$ cat config.mk
export PLATFORM = sky130hd
export DESIGN_NAME = mem_port_arbiter
export DESIGN_NICKNAME = d
export VERILOG_FILES = /design/src/rtl/mem_port_arbiter.sv
export SDC_FILE = /design/constraint.sdc
export NUM_CORES = 1
export LEC_CHECK = 0
export BUFFER_PORTS_ARGS = -buffer_cell sky130_fd_sc_hd__buf_2
export CAP_MARGIN = 30
export CORE_MARGIN = 4
export CORE_UTILIZATION = 47
export CTS_CLUSTER_DIAMETER = 100
export DETAILED_ROUTE_END_ITERATION = 8
export GPL_TIMING_DRIVEN = 0
export PLACE_DENSITY = 0.86
export RECOVER_POWER = 100
export SLEW_MARGIN = 10
export SYNTH_ARGS = -nofsm -noshare
export SYNTH_HDL_FRONTEND = slang
export SYNTH_SLANG_ARGS = --single-unit
$ cat constraint.sdc
create_clock -name clk_i -period 2.2 [get_ports clk_i]
set_input_delay 0.22 -clock clk_i [delete_from_list [all_inputs] [get_ports clk_i]]
set_output_delay 0.22 -clock clk_i [all_outputs]
set_load 0.01 [all_outputs]
$ cat src/rtl/mem_port_arbiter.sv
// Arbitrates the unified memory port between IF (read-only) and MEM (load/store).
// MEM has fixed priority; a watchdog parks the block in ERR if the port never acks.
module mem_port_arbiter #(
    parameter int unsigned ADDR_W  = 32,
    parameter int unsigned DATA_W  = 32,
    parameter int unsigned TIMEOUT = 64
) (
    input  logic              clk_i,
    input  logic              rst_i,
    input  logic              start_i,
    input  logic              if_req_i,
    input  logic [ADDR_W-1:0] if_addr_i,
    output logic [DATA_W-1:0] if_rdata_o,
    output logic              if_ready_o,
    input  logic              mem_rd_i,
    input  logic              mem_wr_i,
    input  logic [ADDR_W-1:0] mem_addr_i,
    input  logic [DATA_W-1:0] mem_wdata_i,
    output logic [DATA_W-1:0] mem_rdata_o,
    output logic              mem_ready_o,
    output logic              port_req_o,
    output logic              port_we_o,
    output logic [ADDR_W-1:0] port_addr_o,
    output logic [DATA_W-1:0] port_wdata_o,
    input  logic              port_ack_i,
    input  logic [DATA_W-1:0] port_rdata_i,
    output logic              stall_o,
    output logic              err_o
);

    localparam int unsigned     WD_W    = $clog2(TIMEOUT + 1);
    localparam logic [WD_W-1:0] WD_LAST = WD_W'(TIMEOUT - 1);

    typedef enum logic [2:0] {
        IDLE,
        SERVE_MEM,
        SERVE_IF,
        DONE,
        ERR
    } state_t;

    state_t          state_q;
    state_t          state_d;
    logic            mem_any;
    logic            in_serve;
    logic            grant_mem;
    logic            grant_if;
    logic            wd_expire;
    logic            served_mem_q;
    logic [WD_W-1:0] wd_cnt_q;

    always_ff @(posedge clk_i or negedge rst_i) begin
        if (!rst_i) begin
            state_q <= IDLE;
        end else begin
            state_q <= state_d;
        end
    end

    always_comb begin
        state_d   = state_q;
        grant_mem = 1'b0;
        grant_if  = 1'b0;
        wd_expire = 1'b0;
        mem_any   = mem_rd_i | mem_wr_i;
        in_serve  = (state_q == SERVE_MEM) || (state_q == SERVE_IF);
        case (state_q)
            IDLE: begin
                if (start_i && mem_any) begin
                    grant_mem = 1'b1;
                    state_d   = SERVE_MEM;
                end else if (start_i && if_req_i) begin
                    grant_if = 1'b1;
                    state_d  = SERVE_IF;
                end
            end
            SERVE_MEM, SERVE_IF: begin
                // An ack on the last allowed cycle still wins over the timeout.
                if (port_ack_i) begin
                    state_d = DONE;
                end else if (wd_cnt_q == WD_LAST) begin
                    wd_expire = 1'b1;
                    state_d   = ERR;
                end
            end
            DONE:    state_d = IDLE;
            ERR:     state_d = ERR;
            default: state_d = IDLE;
        endcase
    end

    always_ff @(posedge clk_i or negedge rst_i) begin
        if (!rst_i) begin
            port_req_o   <= 1'b0;
            port_we_o    <= 1'b0;
            port_addr_o  <= '0;
            port_wdata_o <= '0;
            if_rdata_o   <= '0;
            mem_rdata_o  <= '0;
            served_mem_q <= 1'b0;
            wd_cnt_q     <= '0;
            err_o        <= 1'b0;
        end else if (grant_mem || grant_if) begin
            port_req_o   <= 1'b1;
            port_we_o    <= grant_mem & mem_wr_i;
            port_addr_o  <= grant_mem ? mem_addr_i : if_addr_i;
            port_wdata_o <= grant_mem ? mem_wdata_i : '0;
            served_mem_q <= grant_mem;
            wd_cnt_q     <= '0;
        end else if (in_serve) begin
            if (port_ack_i) begin
                port_req_o <= 1'b0;
                wd_cnt_q   <= '0;
                if (!served_mem_q) begin
                    if_rdata_o <= port_rdata_i;
                end else if (!port_we_o) begin
                    mem_rdata_o <= port_rdata_i;
                end
            end else if (wd_expire) begin
                port_req_o <= 1'b0;
                err_o      <= 1'b1;
            end else begin
                wd_cnt_q <= wd_cnt_q + 1'b1;
            end
        end
    end

    always_comb begin
        if_ready_o  = (state_q == DONE) && !served_mem_q;
        mem_ready_o = (state_q == DONE) && served_mem_q;
        stall_o     = (state_q == ERR)
                    | (if_req_i & ~if_ready_o)
                    | ((mem_rd_i | mem_wr_i) & ~mem_ready_o);
    end

endmodule

==> flow_metrics.tcl <==
set metrics [dict create \
    ys_seq_area_frac 0.617 \
    synth_mux_area_frac 0.184 \
    drv_slew 70 \
    rsz0062_at_grt "false" \
    synth_fa_ha_area_frac 0.00217 \
    ys_types 44 \
    cts_buffers 17 \
    routed_via_density 5.34 \
    p_leak_nw 3.73 \
    hold_path_depth 2 \
    hp-class "input port to flop" \
    async_flop_share 1.00 \
    cts_buffer_depth 2 \
    max-vdd-ir-drop_uv 704 \
    layout_min_cycle_time_ns 2.09 \
    violations "capacitance limit, slew limit" \
    final_nets 854 \
    netlist_instances 427 \
    globalRoute.busiestLayer "met2" \
    start_util 0.479 \
    coreArea_um2 12000 \
    antenna_left 0 \
    synth_top_family_by_area "multiplexers" \
    io_buffers 268 \
    vias 4676 \
    grt_start_max_net_pins 74 \
    avgSynthCellArea_um2 13.5 \
    path_clk_slew_ns 0.05 \
    r2r_cells 7 \
    synth_edf_count 0 \
    synth_compound_area_frac 0.103 \
    place.gp.congestion 0.794 \
    yosysTopAreaCell "dfrtp_1" \
    cp-end-kind "flop" \
    route.detailed.drc 0 \
    holdPathEnd "port_wdata_o[4]$_DFFE_PN0P_" \
    skew_ns 0.00526 \
    clockRootBuffer "clkbuf_16" \
    clkLatencyLatePin_ns 0.41 \
    syn_to_final_growth_pct 34.7 \
    total_power_mw 11.6 \
    hold_viol_final 0 \
    synth.most_common_cell "dfrtp_1" \
    antenna_found_initial 0 \
    start_kind "flop" \
    first_iter_violations 300 \
    synthTopCellsByCount "dfrtp_1, mux2_2, nand2_1" \
    rr_endpoint "if_rdata_o[11]$_DFFE_PN0P_" \
    synth-simple-area-share 0.0648 \
    netlist.area_leader.share 0.617 \
    clock_sinks 142 \
    grtUsageTotal 0.221 \
    synth-seq-cells 142 \
    critical_path.max_stage_delay_ns 0.36 \
    maxCapViolCount 1 \
    grt_overflow 0 \
    antenna_cells 0 \
    syn_nets 563 \
    cts_tree "yes" \
    cp_data_arrival_time_ns 2.38 \
    tightest_slew_ns 1.52 \
    grt_use_met2 0.373 \
    ios 269 \
    yosys_most_used_dff "dfrtp_1" \
    rows 40 \
    firstDrtPassIters 5 \
    crit_fanout 10 \
    crit_slowest_cell "mux2_2" \
    path_cells "clkbuf_2, xnor2_1, or2_4, nor3b_4, buf_4, buf_4, mux2_2" \
    outcome "finished with violations" \
    r2r_setup_slack_ns 0.11 \
    die_h_um 119 \
    max_freq_mhz 478 \
    synthXorXnorAreaFrac 0.00152 \
    wirelength_um 15100 \
    hold_start "mem_wdata_i[4]" \
    crit_required_ns 2.49 \
    reg2reg_from "state_q[1]$_DFFE_PN0P_" \
    syn_area_um2 5760 \
    netlist_top_cells_area "dfrtp_1, mux2_2, mux2i_1" \
    gr-usage-met1 0.266 \
    hpwl_um 11300 \
    final_layout_size_suffix_gt1_frac 0.348 \
    wl_per_cell_um 17.3 \
    fin_crit_sh 0.951 \
    htree_levels 4 \
    setup_violations 0 \
    met3_usage 0.0665 \
    grt_pass1_vias 5018 \
    grt_pass1_wl_um 24800 \
    slew_headroom -0.0110 \
    crit_top_cell "buf_4" \
    die_w_um 119 \
    path_class "flop to flop" \
    ys.warnings.count 0 \
    hold_slack_ns 0.0275 \
    die_area_um2 14100 \
    powerDensity_nw_per_um2 1490 \
]
[worst max-delay path: cells and delay by family (launching register included)]
kind	cells	cell delay (ns)
and+or+nand+nor	2	0.48
muxes	1	0.36
DFF	1	0.35
xor gates and xnor gates	1	0.21
buffers and inverters	3	0.56
[logic make-up after synthesis]
logic type,count (synthesis)
xor gates and xnor gates,1
muxes,98
buffers and inverters,32
AOI/OAI and AO/OA,85
adders and majority gates,1
and+or+nand+nor,68
DFF,142
[where the power goes]
group	switching, mW	internal [mW]	total, mW
Clock	0.989	1.85	2.84
Combinational	2.32	1.86	4.17
Sequential	0.718	3.84	4.56
[how the worst max path moves through the flow]
stage / start / endpoint / slack, ns
after floorplan: state_q[2]$_DFFE_PN0P_ / mem_rdata_o[10]$_DFFE_PN0P_ / 0.32
after global placement: rst_i / port_wdata_o[21]$_DFFE_PN0P_ / -0.85
after detailed placement: state_q[2]$_DFFE_PN0P_ / mem_rdata_o[26]$_DFFE_PN0P_ / 0.02
after CTS: state_q[1]$_DFFE_PN0P_ / if_rdata_o[11]$_DFFE_PN0P_ / 0.001
after global routing: state_q[2]$_DFFE_PN0P_ / mem_rdata_o[26]$_DFFE_PN0P_ / 0.007
final: state_q[1]$_DFFE_PN0P_ / if_rdata_o[11]$_DFFE_PN0P_ / 0.11
[sequential cells by signal (all words and copies together) (netlist names)]
signal        flops
mem_rdata_o      32
err_o             1
port_req_o        1
if_rdata_o       32
port_we_o         1
port_wdata_o     32
port_addr_o      32
wd_cnt_q          7
served_mem_q      1
state_q           3
[metrics by stage]
stage	worst slack [ns]	TNS [ns]	util	cells	area, um^2
finish	0.108	0	0.646	875	7760
global route	0.00670	0	0.646	875	7760
CTS	0.00147	0	0.660	874	7920
detailed placement	0.0216	0	0.609	843	7320
global placement	-0.846	-118.71	0.606	842	7280
floorplan	0.324	0	-	427	5760
[per-layer routing]
metal  wire, um  part of all wire
met1       6090              0.40
met2       7640              0.50
met3       1170             0.077
met4        240             0.016
met5          0                 0
[cell usage in the layout (no fill, tap or decap), types with 4 or more instances in the layout]
cell and n:
mux2_2 64, dfrtp_1 142, nand3_1 4, clkbuf_16 17, buf_4 8, clkbuf_1 146
mux2i_1 33, o21ai_0 34, a22o_1 33, buf_2 141, inv_1 6, nand2_1 38
[cell type report]
type	instances	area, um^2
buffer	26	133
clock buffer	22	474
clock inverter	7	113
fill	948	4250
inverter	6	22.5
multi-input combinational	253	2060
sequential	142	3550
tap	147	184
timing repair buffer	272	1220
[what timing repair did]
item / 4_1_cts / 5_1_grt
hold buffers: 2 / 0
endpoints found under the setup margin: 0 / 70
endpoints found under the hold margin: 70 / 0
gates resized for setup: 0 / 2
setup buffers: 0 / 1
Power figures use the tool's default switching activity.
